<file path="src/rtl/pulse_spacer_pkg.sv">
// Shared types for pulse_spacer.
// Holds the spacer FSM state encoding; parameters stay local to the module.
package pulse_spacer_pkg;

    typedef enum logic [1:0] {
        StIdle    = 2'd0,
        StEmit    = 2'd1,
        StHoldoff = 2'd2
    } state_e;

endpackage

</file>
<file path="src/rtl/pulse_spacer.sv">
// pulse_spacer: buffers single-cycle input events and replays them as single-cycle
// output pulses whose rising edges are at least MIN_SPACING cycles apart, so they
// can feed a pulse_synchronizer directly.
//
// Ports:
//   clock          - single clock, rising edge
//   resetn         - asynchronous active-low reset
//   pulse_in       - each high cycle is one event
//   overflow_clear - clears the sticky overflow flag (a same-cycle drop wins)
//   pulse_out      - registered single-cycle output pulse
//   pending        - events accepted but not yet emitted
//   busy           - FSM not idle or events pending
//   overflow       - sticky, set once any event has been dropped
module pulse_spacer
    import pulse_spacer_pkg::*;
#(
    parameter int unsigned MIN_SPACING   = 4,
    parameter int unsigned COUNTER_WIDTH = 4
) (
    input  logic                     clock,
    input  logic                     resetn,
    input  logic                     pulse_in,
    input  logic                     overflow_clear,
    output logic                     pulse_out,
    output logic [COUNTER_WIDTH-1:0] pending,
    output logic                     busy,
    output logic                     overflow
);

    localparam int unsigned HoldWidth = (MIN_SPACING > 2) ? $clog2(MIN_SPACING) : 1;
    // Holdoff counts this value down to zero, giving MIN_SPACING-1 holdoff cycles.
    localparam logic [HoldWidth-1:0] HoldLoad = HoldWidth'(MIN_SPACING - 2);
    localparam logic [COUNTER_WIDTH-1:0] PendMax = '1;

    state_e                   state_q, state_d;
    logic [COUNTER_WIDTH-1:0] pending_q, pending_d;
    logic [HoldWidth-1:0]     hold_q, hold_d;
    logic                     pulse_q;
    logic                     overflow_q, overflow_d;
    logic                     accept, emit, drop;

    // A full counter still accepts while emitting, since the emit frees a slot.
    assign emit      = (state_q == StEmit);
    assign accept    = pulse_in && !((pending_q == PendMax) && !emit);
    assign drop      = pulse_in && !accept;
    assign pending_d = pending_q + COUNTER_WIDTH'(accept) - COUNTER_WIDTH'(emit);

    assign overflow_d = drop ? 1'b1 : (overflow_clear ? 1'b0 : overflow_q);

    always_comb begin
        state_d = state_q;
        hold_d  = hold_q;
        unique case (state_q)
            StIdle: begin
                if ((pending_q != '0) || pulse_in) begin
                    state_d = StEmit;
                end
            end
            StEmit: begin
                state_d = StHoldoff;
                hold_d  = HoldLoad;
            end
            StHoldoff: begin
                if (hold_q == '0) begin
                    state_d = (pending_d != '0) ? StEmit : StIdle;
                end else begin
                    hold_d = hold_q - 1'b1;
                end
            end
            default: begin
                state_d = StIdle;
                hold_d  = '0;
            end
        endcase
    end

    always_ff @(posedge clock or negedge resetn) begin
        if (!resetn) begin
            state_q    <= StIdle;
            pending_q  <= '0;
            hold_q     <= '0;
            pulse_q    <= 1'b0;
            overflow_q <= 1'b0;
        end else begin
            state_q    <= state_d;
            pending_q  <= pending_d;
            hold_q     <= hold_d;
            // Dedicated flop mirrors the EMIT state so pulse_out is glitch-free.
            pulse_q    <= (state_d == StEmit);
            overflow_q <= overflow_d;
        end
    end

    assign pulse_out = pulse_q;
    assign pending   = pending_q;
    assign overflow  = overflow_q;
    assign busy      = (state_q != StIdle) || (pending_q != '0);

endmodule
</file>
<file path="config.mk">
export PLATFORM = sky130hd
export DESIGN_NAME = pulse_spacer
export DESIGN_NICKNAME = d
export VERILOG_FILES = /design/src/rtl/pulse_spacer_pkg.sv /design/src/rtl/pulse_spacer.sv
export SDC_FILE = /design/constraint.sdc
export NUM_CORES = 1
export LEC_CHECK = 0
export CAP_MARGIN = 20
export CORE_AREA = 5 5 42 44
export DETAILED_ROUTE_END_ITERATION = 7
export DIE_AREA = 0 0 47 49
export DONT_BUFFER_PORTS = 1
export GPL_ROUTABILITY_DRIVEN = 0
export GPL_TIMING_DRIVEN = 1
export MAX_ROUTING_LAYER = met4
export PLACE_DENSITY = 0.73
export SYNTH_ARGS = -nofsm -noshare
export SYNTH_HDL_FRONTEND = slang
export SYNTH_SLANG_ARGS = --single-unit
</file>
<file path="constraint.sdc">
create_clock -name clock -period 2.8 [get_ports clock]
set_input_delay 0.7 -clock clock [delete_from_list [all_inputs] [get_ports clock]]
set_output_delay 0.7 -clock clock [all_outputs]
set_load 0.05 [all_outputs]
</file>
; ---- Yosys cells after proc, flatten, opt, wreduce, memory -nomap -nowiden
; Cells that the tools add are included.
[totals]
regBits = 10
word_cells = 37
[op_classes]
n_eq_ne = 5
addsub = 3
bitwise = 1
reduce_logical = 15
mux = 8
[ops]
columns = operator, n
row1 = $pmux W2 S3, 2
row2 = $reduce_bool A4 Y1, 2
row3 = $mux W2, 3
row4 = $add A4 B1 Y4, 1
row5 = $eq A2 B1 Y1 const B, 2
row6 = $eq A4 B4 Y1 const B, 1
row7 = $logic_not A2 Y1, 2
row8 = $reduce_bool A2 Y1, 2
row9 = $sub A4 B1 Y4, 1
row10 = $logic_and A1 B1 Y1, 3
row11 = $logic_not A1 Y1, 3
row12 = $mux W1, 3
row13 = $eq A2 B2 Y1 const B, 1
row14 = $logic_or A1 B1 Y1, 2
row15 = $ne A2 B2 Y1 const B, 1
row16 = $reduce_and A2 Y1, 1
row17 = $sub A2 B1 Y2 const B, 1
row18 = $not A1 Y1, 1

; ---- Depth between registers and ports, before layout
[logic_depth]
word_depth = 12
ltp_mapped = 10
depth_no_buf = 10

; ---- Worst setup path after synthesis
; No wires, ideal clock.
[synth_timing]
path_kind = reg2reg
startpoint = reg pending_q[3] (netlist: pending[3])
endpoint = reg pulse_q (netlist: pulse_out)
path_buffers = 0
slack_ns = 0.322
path_stages_with_launch = 10
period_less_slack_ns = 2.478
t_required_ns = 2.680
t_arrival_ns = 2.358
path_cell_list = dfrtp_1 ha_1 and3_1 o21ai_0 ha_1 fa_1 xor2_1 nor4b_2 nand3_1 a31o_1
[synth_via]
elab_chain_len = 11
[synth_lines]
columns = item, line_no
row1 = start: declaration, pulse_spacer.sv:36  ; logic [COUNTER_WIDTH-1:0] pending_q, pending_d;
row2 = start signal: assignment, pulse_spacer.sv:86  ; pending_q <= pending_d;
row3 = $eq A4 B4 Y1, pulse_spacer.sv:44  ; assign accept = pulse_in && !((pending_q == PendMax) && !emit);
row4 = $logic_and A1 B1 Y1, pulse_spacer.sv:44
row5 = $logic_not A1 Y1, pulse_spacer.sv:44
row6 = $logic_and A1 B1 Y1, pulse_spacer.sv:44
row7 = $add A4 B1 Y4, pulse_spacer.sv:46  ; assign pending_d = pending_q + COUNTER_WIDTH'(accept) - COUNTER_WIDTH'(emit);
row8 = $sub A4 B1 Y4, pulse_spacer.sv:46
row9 = named net pending_d[2], pulse_spacer.sv:36
row10 = $reduce_bool A4 Y1, pulse_spacer.sv:65  ; state_d = (pending_d != '0) ? StEmit : StIdle;
row11 = $mux W1, pulse_spacer.sv:65
row12 = $mux W2, pulse_spacer.sv:64  ; if (hold_q == '0) begin
row13 = $pmux W2 S3, pulse_spacer.sv:53  ; unique case (state_q)
row14 = $eq A2 B1 Y1, pulse_spacer.sv:89  ; pulse_q <= (state_d == StEmit);
row15 = end signal: assignment, pulse_spacer.sv:89
row16 = end: declaration, pulse_spacer.sv:38  ; logic pulse_q;
; The timed path passes the listed nets, and every way through them passes these cells.
; A chain may end at the register's enable or synchronous reset.

; ---- Final worst setup path
[layout_timing]
startpoint = reg state_q[1]
endpoint = reg pulse_q (netlist: pulse_out)
[layout_via]
elab_chain_len = 12
[layout_lines]
columns = item, line_no
row1 = start: declaration, pulse_spacer.sv:35  ; state_e state_q, state_d;
row2 = start signal: assignment, pulse_spacer.sv:79  ; state_q <= StIdle;
row3 = start signal: assignment, pulse_spacer.sv:85  ; state_q <= state_d;
row4 = $eq A2 B1 Y1 *, pulse_spacer.sv:43  ; assign emit = (state_q == StEmit);
row5 = $logic_not A1 Y1, pulse_spacer.sv:44
row6 = $logic_and A1 B1 Y1, pulse_spacer.sv:44
row7 = $logic_not A1 Y1, pulse_spacer.sv:44
row8 = $logic_and A1 B1 Y1, pulse_spacer.sv:44
row9 = $add A4 B1 Y4, pulse_spacer.sv:46
row10 = $sub A4 B1 Y4 *, pulse_spacer.sv:46
row11 = named net pending_d[1], pulse_spacer.sv:36
row12 = $reduce_bool A4 Y1 *, pulse_spacer.sv:65
row13 = $mux W1 *, pulse_spacer.sv:65
row14 = $mux W2 *, pulse_spacer.sv:64
row15 = $pmux W2 S3 *, pulse_spacer.sv:53
row16 = $eq A2 B1 Y1 *, pulse_spacer.sv:89
; The timed path passes the listed nets; every way through them passes the cells marked *.

==> impl_metrics.yaml <==
finish:
  syn_to_final_growth_pct: 11.3
  final_nets: 89
  drive_gt1_share_pct: 13.9
  post-route-cell-area_um2: 713
  fin_util_pct: 50.9
  antenna_cells: 0
outcome:
  status: "finished clean"
clock_network:
  clockBufferDepth: 2
  cts_buffers: 3
  cts_sinks: 10
  cts_resized: 0
  clkTransAtPathRegs_ns: 0.06
  post-cts-setup-buffers: 0
  cts.htree.levels: 1
  cts_hold_buf: 0
  clock-root-buffer: "clkbuf_4"
  cts_tree: "yes"
  clock_latency_ns: 0.26
run:
  cap_violations: 0
global_routing:
  grt_util_all_layers_pct: 13.5
  grt_pass1_wl_mm: 2.13
  grt_antenna_before_repair: 0
  grt_max_degree: 11
  grt_pass1_vias: 505
  gr-total-overflow: 0
synth:
  synth_area_um2: 641
  synthCells: 65
  postSynth.asyncResetShare_pct: 100
  yosys-mux-area-fraction_pct: 0
  synth_xor_area_share_pct: 1.37
  ys_types: 25
  synth-seq-cells: 10
  synth_ff_type: "dfrtp_1"
  ys_warn_count: 0
  synth-edff-count: 0
  yosys.area_share.simple_pct: 19.1
  ys_seq_area_share_pct: 39.1
  avgSynthCellArea_um2: 9.86
  synth-compound-area-share_pct: 11.9
  synth_fa_ha_area_share_pct: 22.7
  synthesis.nets: 80
  synth_top_family_by_area: "adder cells"
timing:
  worst_pin_slew_ns: 0.548
  layout_min_cycle_time_ns: 2.46
  grt_setup_unrepaired: "false"
  maxSlewHeadroom_pct: 63.3
  clock_skew_ns: 0.000548
  setup_viol: 0
  setup_tns_ns: 0
  drv_slew: 0
  hold_viol_final: 0
  fmax_mhz: 406
  finalCritPeriodShare_pct: 87.9
floorplanning:
  die_w_um: 47
  top_level_ports: 11
  dieHeight_um: 49
  fp-row-count: 14
  core_um2: 1400
  dieArea_um2: 2300
  start_util_pct: 45.7
routing:
  vias: 475
  ant_nets: 0
  wl_mm: 1.24
  remaining_drc_errors: 0
  vias_per_cell: 5.40
  dr.pass1.iters: 4
  drt_iter0_drc: 4
  routedWlPerCell_um: 14.0
worst_setup_path:
  cp_max_fo: 5
  path_depth: 9
  slowest_delay_ns: 0.47
  crit_arrival_ns: 2.61
  worst_ep_required_time_ns: 2.95
  crit_chain: "inv_1, ha_1, nand2b_1, o21ai_0, ha_1, fa_1, nor4b_2, nand3_1, a31o_1"
  cpMostUsedCell: "ha_1"
  crit_family: "adder cells"
  rr_worst_depth: 9
  crit_buf_inv: 1
  worst_setup_path_end_kind: "register"
  crit_type: "reg -> reg"
  start_kind: "register"
  cpMaxStageDelayCell: "fa_1"
place:
  io_buffers: 0
  hpwlAfterDp_mm: 1.01
  place_area_um2: 691
min_path:
  hold_class: "in -> async"
==> layer usage <==
| layer | GRT usage (%) | routed length [um] | part of all wire [%] |
|---|---|---|---|
| met3 | 5.90 | 95 | 7.7 |
| met4 | 8.29 | 36 | 2.9 |
| met5 | - | 0 | 0 |
| met2 | 19.0 | 594 | 48 |
| met1 | 15.2 | 510 | 41 |
==> through the flow <==
| step | instances | setup WS, ns | hold WS (ns) |
|---|---|---|---|
| after CTS | 88 | 0.347 | 0.121 |
| after detailed placement | 85 | 0.319 | 0.405 |
| after global placement | 85 | 0.381 | 0.405 |
| after floorplan | 65 | 0.322 | 0.404 |
| final | 88 | 0.339 | 0.127 |
| after global routing | 88 | 0.212 | 0.109 |
==> worst reg2reg max path: stages (launching register included) <==
cell      delay, ns
dfrtp_1        0.40
inv_1          0.08
ha_1           0.20
nand2b_1       0.16
o21ai_0        0.16
ha_1           0.21
fa_1           0.47
nor4b_2        0.29
nand3_1        0.15
a31o_1         0.23
==> registers in the layout, summed over array words and instances, names as in the netlist <==
| register | cells |
|---|---|
| hold_q | 2 |
| state_q | 2 |
| overflow | 1 |
| pulse_out | 1 |
| pending | 4 |
==> layout by cell type, fill, tap and decap left out, types with 3 or more instances in the layout <==
cell / n
inv_1: 10
nand2_1: 5
nor2_1: 3
o21ai_0: 3
ha_1: 10
clkbuf_4: 3
buf_4: 4
dfrtp_1: 10
nand3_1: 4
==> final timing paths <==
check | end | from | slack (ns)
max reg2reg | pulse_out | state_q[1] | 0.34
min | hold_q[0] | resetn | 0.13
min reg2reg | hold_q[1] | hold_q[1] | 0.48
min in group clock | hold_q[1] | hold_q[1] | 0.48
max | pulse_out | state_q[1] | 0.34
max in group asynchronous | pending[3] | resetn | 2.61
==> Yosys cell counts (all sizes together) (2+ instances only) <==
cell type  instances  area, um2
nand2              5       18.8
ha                10        125
nand3              4       20.0
nor2b              2       12.5
o21ai              3       15.0
dfrtp             10        250
inv               10       37.5
nor2               3       11.3
a21o               2       16.3
nand2b             2       12.5
==> kinds of logic (layout without fill, tap and decap cells) <==
family          Yosys count  in the layout
flops                    10             10
xor+xnor                  1              1
fa+ha+maj                11             11
compound gates           11             11
buf+inv                  10             17
simple gates             22             22
==> layout make-up <==
cell class / count / area, um2
Tap cell: 16 / 20.0
Inverter: 10 / 37.5
Clock buffer: 3 / 22.5
Sequential cell: 10 / 250
Fill cell: 130 / 688
Multi-Input combinational cell: 45 / 353
Timing Repair Buffer: 4 / 30.0
Power is not shown: default switching activity piles up to over one toggle a cycle in this logic, so the estimate is an artifact.
